`config.mk`:
```
export PLATFORM = sky130hd
export DESIGN_NAME = multicycle_control
export DESIGN_NICKNAME = d
export VERILOG_FILES = /design/src/rtl/ctrl_pkg.sv /design/src/rtl/ctrl_decode.sv /design/src/rtl/multicycle_control.sv
export SDC_FILE = /design/constraint.sdc
export NUM_CORES = 1
export LEC_CHECK = 0
export BUFFER_PORTS_ARGS = -buffer_cell sky130_fd_sc_hd__buf_2
export CAP_MARGIN = 20
export CORE_MARGIN = 10
export CORE_UTILIZATION = 40
export DETAILED_ROUTE_END_ITERATION = 6
export MAX_ROUTING_LAYER = met4
export PLACE_DENSITY = 0.65
export SETUP_SLACK_MARGIN = 0.4
export SLEW_MARGIN = 20
export SYNTH_ARGS = -nofsm -noshare
export SYNTH_HDL_FRONTEND = slang
export SYNTH_SLANG_ARGS = --single-unit
```
`constraint.sdc`:
```
create_clock -name clk -period 2.2 [get_ports clk]
set_input_delay 0.44 -clock clk [delete_from_list [all_inputs] [get_ports clk]]
set_output_delay 0.44 -clock clk [all_outputs]
set_load 0.01 [all_outputs]
```
`src/rtl/ctrl_pkg.sv`:
```
// Shared types and encodings for the multicycle MIPS controller.
// LINK_BRANCH_EN adds the LINKBR state used by bneal/balv.
package ctrl_pkg;

  typedef enum logic [3:0] {
    S_START,
    S_FETCH,
    S_DECODE,
    S_MEMADR,
    S_MEMRD,
    S_MEMWB,
    S_MEMWR,
    S_EXEC,
    S_RWB,
    S_BRANCH,
    S_ANDIEX,
    S_ANDIWB
`ifdef LINK_BRANCH_EN
    , S_LINKBR
`endif
  } state_t;

  typedef enum logic [2:0] {
    C_RFMT,
    C_LW,
    C_SW,
    C_BEQ,
    C_ANDI,
    C_BNEAL,
    C_BALV,
    C_ILLEGAL
  } iclass_t;

  localparam logic [5:0] OP_RFMT  = 6'b000000;
  localparam logic [5:0] OP_LW    = 6'b100011;
  localparam logic [5:0] OP_SW    = 6'b101011;
  localparam logic [5:0] OP_BEQ   = 6'b000100;
  localparam logic [5:0] OP_ANDI  = 6'b001100;
  localparam logic [5:0] OP_BNEAL = 6'b101101;
  localparam logic [5:0] OP_BALV  = 6'b100001;

  localparam logic [1:0] ALU_ADD   = 2'b00;
  localparam logic [1:0] ALU_SUB   = 2'b01;
  localparam logic [1:0] ALU_FUNCT = 2'b10;
  localparam logic [1:0] ALU_AND   = 2'b11;

  localparam logic [1:0] PC_ALU    = 2'b00;
  localparam logic [1:0] PC_ALUOUT = 2'b01;

  localparam logic [1:0] B_REG   = 2'b00;
  localparam logic [1:0] B_FOUR  = 2'b01;
  localparam logic [1:0] B_IMM   = 2'b10;
  localparam logic [1:0] B_SHIMM = 2'b11;

endpackage

```
`src/rtl/ctrl_decode.sv`:
```
// Opcode to instruction-class decoder for the DECODE state.
// Without LINK_BRANCH_EN, bneal and balv fall through to illegal.
module ctrl_decode
  import ctrl_pkg::*;
(
  input  logic [5:0] i_opcode,
  output iclass_t    o_cls,
  output logic       o_illegal
);

  always_comb begin
    o_cls = C_ILLEGAL;
    case (i_opcode)
      OP_RFMT:  o_cls = C_RFMT;
      OP_LW:    o_cls = C_LW;
      OP_SW:    o_cls = C_SW;
      OP_BEQ:   o_cls = C_BEQ;
      OP_ANDI:  o_cls = C_ANDI;
`ifdef LINK_BRANCH_EN
      OP_BNEAL: o_cls = C_BNEAL;
      OP_BALV:  o_cls = C_BALV;
`endif
      default:  o_cls = C_ILLEGAL;
    endcase
  end

  assign o_illegal = (o_cls == C_ILLEGAL);

endmodule

```
`src/rtl/multicycle_control.sv`:
```
// Multicycle MIPS control FSM with memory-ready handshake, timeout and retire counter.
// Define LINK_BRANCH_EN to enable bneal/balv (LINKBR state).
module multicycle_control
  import ctrl_pkg::*;
#(
  parameter int unsigned CNT_W  = 32,
  parameter int unsigned MEM_TO = 255
) (
  input  logic             clk,
  input  logic             rst_n,
  input  logic [5:0]       opcode,
  input  logic             mem_ready,
  output logic             pcwrite,
  output logic             pcwritecond,
  output logic             iord,
  output logic             memread,
  output logic             memwrite,
  output logic             memtoreg,
  output logic             irwrite,
  output logic             alusrca,
  output logic             regwrite,
  output logic             regdest,
  output logic [1:0]       pcsource,
  output logic [1:0]       alusrcb,
  output logic [1:0]       aluop,
  output logic             link,
  output logic             reg_31,
  output logic             b_invert,
  output logic             balv_s,
  output logic             illegal,
  output logic             mem_err,
  output logic             instr_done,
  output logic [CNT_W-1:0] retired
);

  localparam int unsigned WAIT_W = (MEM_TO < 2) ? 1 : $clog2(MEM_TO + 1);
  localparam logic [WAIT_W-1:0] TO_LAST = (MEM_TO == 0) ? '0 : WAIT_W'(MEM_TO - 1);

  state_t            r_state;
  state_t            w_next;
  iclass_t           r_cls;
  iclass_t           w_dec_cls;
  logic              w_dec_ill;
  logic [WAIT_W-1:0] r_wait;
  logic              w_waiting;
  logic              w_timeout;
  logic              w_retire;
  logic              r_done;
  logic [CNT_W-1:0]  r_retired;

  ctrl_decode u_decode (
    .i_opcode  (opcode),
    .o_cls     (w_dec_cls),
    .o_illegal (w_dec_ill)
  );

  // Counter is zero whenever a wait state is freshly entered, because it only
  // keeps counting while the FSM stays put in a not-ready wait state.
  assign w_waiting = ((r_state == S_FETCH) || (r_state == S_MEMRD) || (r_state == S_MEMWR))
                     && !mem_ready;
  assign w_timeout = (MEM_TO != 0) && w_waiting && (r_wait == TO_LAST);

  always_ff @(posedge clk or negedge rst_n) begin
    if (!rst_n) begin
      r_state   <= S_START;
      r_cls     <= C_ILLEGAL;
      r_wait    <= '0;
      r_done    <= 1'b0;
      r_retired <= '0;
    end else begin
      r_state <= w_next;
      if (r_state == S_DECODE) r_cls <= w_dec_cls;
      r_wait  <= (w_waiting && !w_timeout && (MEM_TO != 0)) ? r_wait + 1'b1 : '0;
      r_done  <= w_retire;
      if (w_retire) r_retired <= r_retired + 1'b1;
    end
  end

  always_comb begin
    w_next      = r_state;
    w_retire    = 1'b0;
    pcwrite     = 1'b0;
    pcwritecond = 1'b0;
    iord        = 1'b0;
    memread     = 1'b0;
    memwrite    = 1'b0;
    memtoreg    = 1'b0;
    irwrite     = 1'b0;
    alusrca     = 1'b0;
    regwrite    = 1'b0;
    regdest     = 1'b0;
    pcsource    = PC_ALU;
    alusrcb     = B_REG;
    aluop       = ALU_ADD;
    link        = 1'b0;
    reg_31      = 1'b0;
    b_invert    = 1'b0;
    balv_s      = 1'b0;
    illegal     = 1'b0;
    case (r_state)
      S_START: w_next = S_FETCH;
      S_FETCH: begin
        memread  = 1'b1;
        alusrcb  = B_FOUR;
        aluop    = ALU_ADD;
        pcsource = PC_ALU;
        if (mem_ready) begin
          pcwrite = 1'b1;
          irwrite = 1'b1;
          w_next  = S_DECODE;
        end else if (w_timeout) begin
          w_next = S_START;
        end
      end
      S_DECODE: begin
        alusrcb = B_SHIMM;
        illegal = w_dec_ill;
        case (w_dec_cls)
          C_LW, C_SW: w_next = S_MEMADR;
          C_RFMT:     w_next = S_EXEC;
          C_BEQ:      w_next = S_BRANCH;
          C_ANDI:     w_next = S_ANDIEX;
`ifdef LINK_BRANCH_EN
          C_BNEAL, C_BALV: w_next = S_LINKBR;
`endif
          default:    w_next = S_FETCH;
        endcase
      end
      S_MEMADR: begin
        alusrca = 1'b1;
        alusrcb = B_IMM;
        w_next  = (r_cls == C_SW) ? S_MEMWR : S_MEMRD;
      end
      S_MEMRD: begin
        memread = 1'b1;
        iord    = 1'b1;
        if (mem_ready)      w_next = S_MEMWB;
        else if (w_timeout) w_next = S_START;
      end
      S_MEMWB: begin
        regwrite = 1'b1;
        memtoreg = 1'b1;
        w_retire = 1'b1;
        w_next   = S_FETCH;
      end
      S_MEMWR: begin
        memwrite = 1'b1;
        iord     = 1'b1;
        if (mem_ready) begin
          w_retire = 1'b1;
          w_next   = S_FETCH;
        end else if (w_timeout) begin
          w_next = S_START;
        end
      end
      S_EXEC: begin
        alusrca = 1'b1;
        aluop   = ALU_FUNCT;
        w_next  = S_RWB;
      end
      S_RWB: begin
        regdest  = 1'b1;
        regwrite = 1'b1;
        w_retire = 1'b1;
        w_next   = S_FETCH;
      end
      S_BRANCH: begin
        alusrca     = 1'b1;
        aluop       = ALU_SUB;
        pcwritecond = 1'b1;
        pcsource    = PC_ALUOUT;
        w_retire    = 1'b1;
        w_next      = S_FETCH;
      end
      S_ANDIEX: begin
        alusrca = 1'b1;
        alusrcb = B_IMM;
        aluop   = ALU_AND;
        w_next  = S_ANDIWB;
      end
      S_ANDIWB: begin
        regwrite = 1'b1;
        w_retire = 1'b1;
        w_next   = S_FETCH;
      end
`ifdef LINK_BRANCH_EN
      S_LINKBR: begin
        alusrca     = 1'b1;
        pcwritecond = 1'b1;
        pcsource    = PC_ALUOUT;
        regwrite    = 1'b1;
        link        = 1'b1;
        reg_31      = 1'b1;
        if (r_cls == C_BNEAL) begin
          aluop    = ALU_SUB;
          b_invert = 1'b1;
        end else begin
          aluop  = ALU_ADD;
          balv_s = 1'b1;
        end
        w_retire = 1'b1;
        w_next   = S_FETCH;
      end
`endif
      default: w_next = S_START;
    endcase
  end

  assign mem_err    = w_timeout;
  assign instr_done = r_done;
  assign retired    = r_retired;

endmodule

```
==> results.md <==
- Final period util: 94.6%
- Overall power: 3.34 mW
- Initial antenna violation count: 0
- Pwr dens: 818 nW/µm²
- Clock Skew: 0.00771 ns
- Largest family of logic cells by synthesized area: simple AND/OR/NAND/NOR gates
- Routed vias: 2485
- Post-synth EDFFs: 0
- Die Wd: 101 µm
- Final wirelength: 7620 µm
- Seq/Total Area, Yosys: 45.8%
- Mapped Cells: 270
- Cell Int Power: 2.06 mW
- Worst-path clk slew: 0.09 ns
- Req. time, crit path: 1.76 ns
- Final Hold Vio Count: 0
- Max stage delay on crit path: 0.44 ns
- Crit path DAT: 1.64 ns
- Hold WS: 0.111 ns
- TritonCTS clock tree: built
- Post-Synth XOR/XNOR Area: 12.6%
- Clock share of power: 15.0%
- Slew Viols, Final: 0
- Switching share of power: 38.2%
- Clk_lat worst skew: 0.30 ns
- Async S/R FF share, synth: 100%
- Global placement routability congestion: 0.879
- Lkg Pwr: 1.92 nW
- Final global-route overflow total: 0
- Core box area: 6390 µm²
- Synth Warn #: 0
- IO Pins: 64
- Comb pwr share: 50.4%
- Yosys reg bits: 48
- Global Route Usage Sum: 13.5%
- Crit start category: flop
- Most common cell after layout, fill and taps aside: buf_2
- Rows: 29
- # diodes: 0
- Crit path launch: r_state[2]
- Synth Area in Adders: 1.43%
- Mux contribution to synthesized area: 0.808%
- Complex-gate fraction of the synthesized area: 6.89%
- Syn avg cell area: 9.75 µm²
- Area grow syn2layout: 55.1%
- I/O Buffers: 58
- Final worst slack: 0.120 ns
- Final Critical Period: 2.08 ns
- Min-delay worst type: in -> async
- Crit Path Class: reg -> out
- Status: finished, final reports clean
- CP endpoint kind: primary output
- DRT iter0 DRCs: 70
- Htree depth: 2
- Commonest register cell after synthesis: dfrtp_1
- Num CTS Buffers: 5
- CP Max Fanout: 3
- First-pass GRT wire length: 11200 µm
- Die Ht: 101 µm
- Synthesized cell area: 2630 µm²
- RSZ-0062 raised after global routing: yes
- Max Cap Violations: 0
- Reg2Reg Launch Point: r_state[2]
- Vias per cell: 5.31
- Peak Freq: 0.481 GHz
- Hold buffer count at cts: 0
- Vias in the first global route: 2357
- Post-synthesis cell type count: 52
- Slowest-stage cell, CP: dfrtp_2
- Die area: 10200 µm²
- First-pass DRT Iterations: 4
- Post-Synth Simple-Gate Area: 26.8%
- Pin count of the biggest net entering global routing: 29
- Max clock buf depth: 2
- Final nets: 403
- WL/cell: 16.3 µm
- Final ANT Viol Nets: 0
- Setup_tns: 0 ns
- Clock root buffer: clkbuf_8
- CTS sink count: 48
- DRC viols: 0
- Layout cells sized above 1: 51.7%
- Critical-path cell list: buf_6 > mux2_4 > nor4_4 > buf_2
- Relative slew slack: 64.9%
- Seq pwr share: 34.6%
- Most frequent cells in the layout: 54 x buf_2, 41 x dfrtp_1, 39 x buf_4, 26 x buf_6, 23 x xor2_1
- Initial Util: 41.2%
- Psw: 1.27 mW
- Worst Tran Pin Value: 0.527 ns
- DP HPWL: 4490 µm
- Post-Place Worst Slack: -0.104 ns
- Final setup fails: 0
- Peak VDD IR: 0.677 mV
Yosys cell counts (all sizes together), types with 3 or more instances:
master   n  area (µm²)
dfrtp   45        1130
nor2    29         109
nand2   24        92.6
xor2    23         201
nor3    16        91.3
nand3   15        75.1
xnor2   15         131
buf     12        88.8
inv     12        45.0
nor4    10         113
nand4    9        62.6
a21oi    6        33.8
o21ai    5        25.0
nand2b   4        32.5
and3     3        18.8
clkbuf   3        11.3
dfstp    3        78.8
ha       3        37.5
o31ai    3        22.5
sequential cells by signal (all words and copies together) (netlist names):
register and flops:
retired 32, r_wait 8, r_state 4, r_cls 3, instr_done 1
worst max-delay path: cells and delay by family, from the launching register on:
family                 cells  cell delay [ns]
multiplexers               1             0.31
buffers and inverters      2             0.33
AND/OR/NAND/NOR            1             0.27
flip-flops                 1             0.44
path summary, 6_finish.rpt:
path	end	cells past startpoint	slack [ns]
setup / recovery	mem_err	4	0.12
hold / removal	retired[23]	1	0.11
setup reg to reg	retired[15]	10	0.22
hold reg to reg	retired[31]	1	0.47
max in group asynchronous	retired[4]	2	1.54
min in group clk	r_state[0]	2	0.44
logic make-up after synthesis:
| family | Yosys count |
|---|---|
| and+or+nand+nor | 125 |
| DFF | 48 |
| xor gates and xnor gates | 38 |
| buffers and inverters | 27 |
| AOI/OAI and AO/OA | 26 |
| adders and majority gates | 3 |
| muxes | 2 |
| other | 1 |
area by class of cell:
type / instances / area (µm²)
Inverter: 12 / 55.1
Clock inverter: 1 / 5.00
Timing Repair Buffer: 123 / 936
Fill cell: 505 / 2300
Multi-Input combinational cell: 201 / 1710
Sequential cell: 48 / 1210
Tap cell: 77 / 96.3
Clock buffer: 6 / 72.6
power groups by stage:
| stage | Sequential [mW] | Combinational (mW) | Clock [mW] |
|---|---|---|---|
| 3_5_place_dp | 1.18 | 0.860 | 0 |
| 2_1_floorplan | 1.16 | 0.575 | 0 |
| 4_1_cts | 1.14 | 1.28 | 0.511 |
| 5_1_grt | 1.17 | 1.80 | 0.533 |
| 6_report | 1.16 | 1.68 | 0.500 |
| 3_3_place_gp | 1.17 | 0.851 | 0 |
through the flow:
| step | area (µm²) | cells | util [%] |
|---|---|---|---|
| after global placement | 3030 | 403 | 47.4 |
| final | 4080 | 468 | 63.9 |
| after floorplan | 2660 | 274 | - |
| after CTS | 3560 | 438 | 55.7 |
| after detailed placement | 3030 | 403 | 47.4 |
| after global routing | 4080 | 468 | 63.9 |
layer usage:
metal | GRT usage (%) | up-vias | share of wire, %
met5 | - | - | 0
met4 | 2.89 | 0 | 1.2
met3 | 3.50 | 8 | 5.8
met2 | 21.5 | 73 | 49
met1 | 16.8 | 1232 | 44
li1 | - | 1172 | -
repair_timing:
action | CTS | global route
setup endpoints to repair | 55 | 57
gates resized for setup | 57 | 59
pin swaps | 21 | 42
gates cloned | 0 | 3
buffers inserted | 28 | 27
Power figures use the tool's default switching activity.
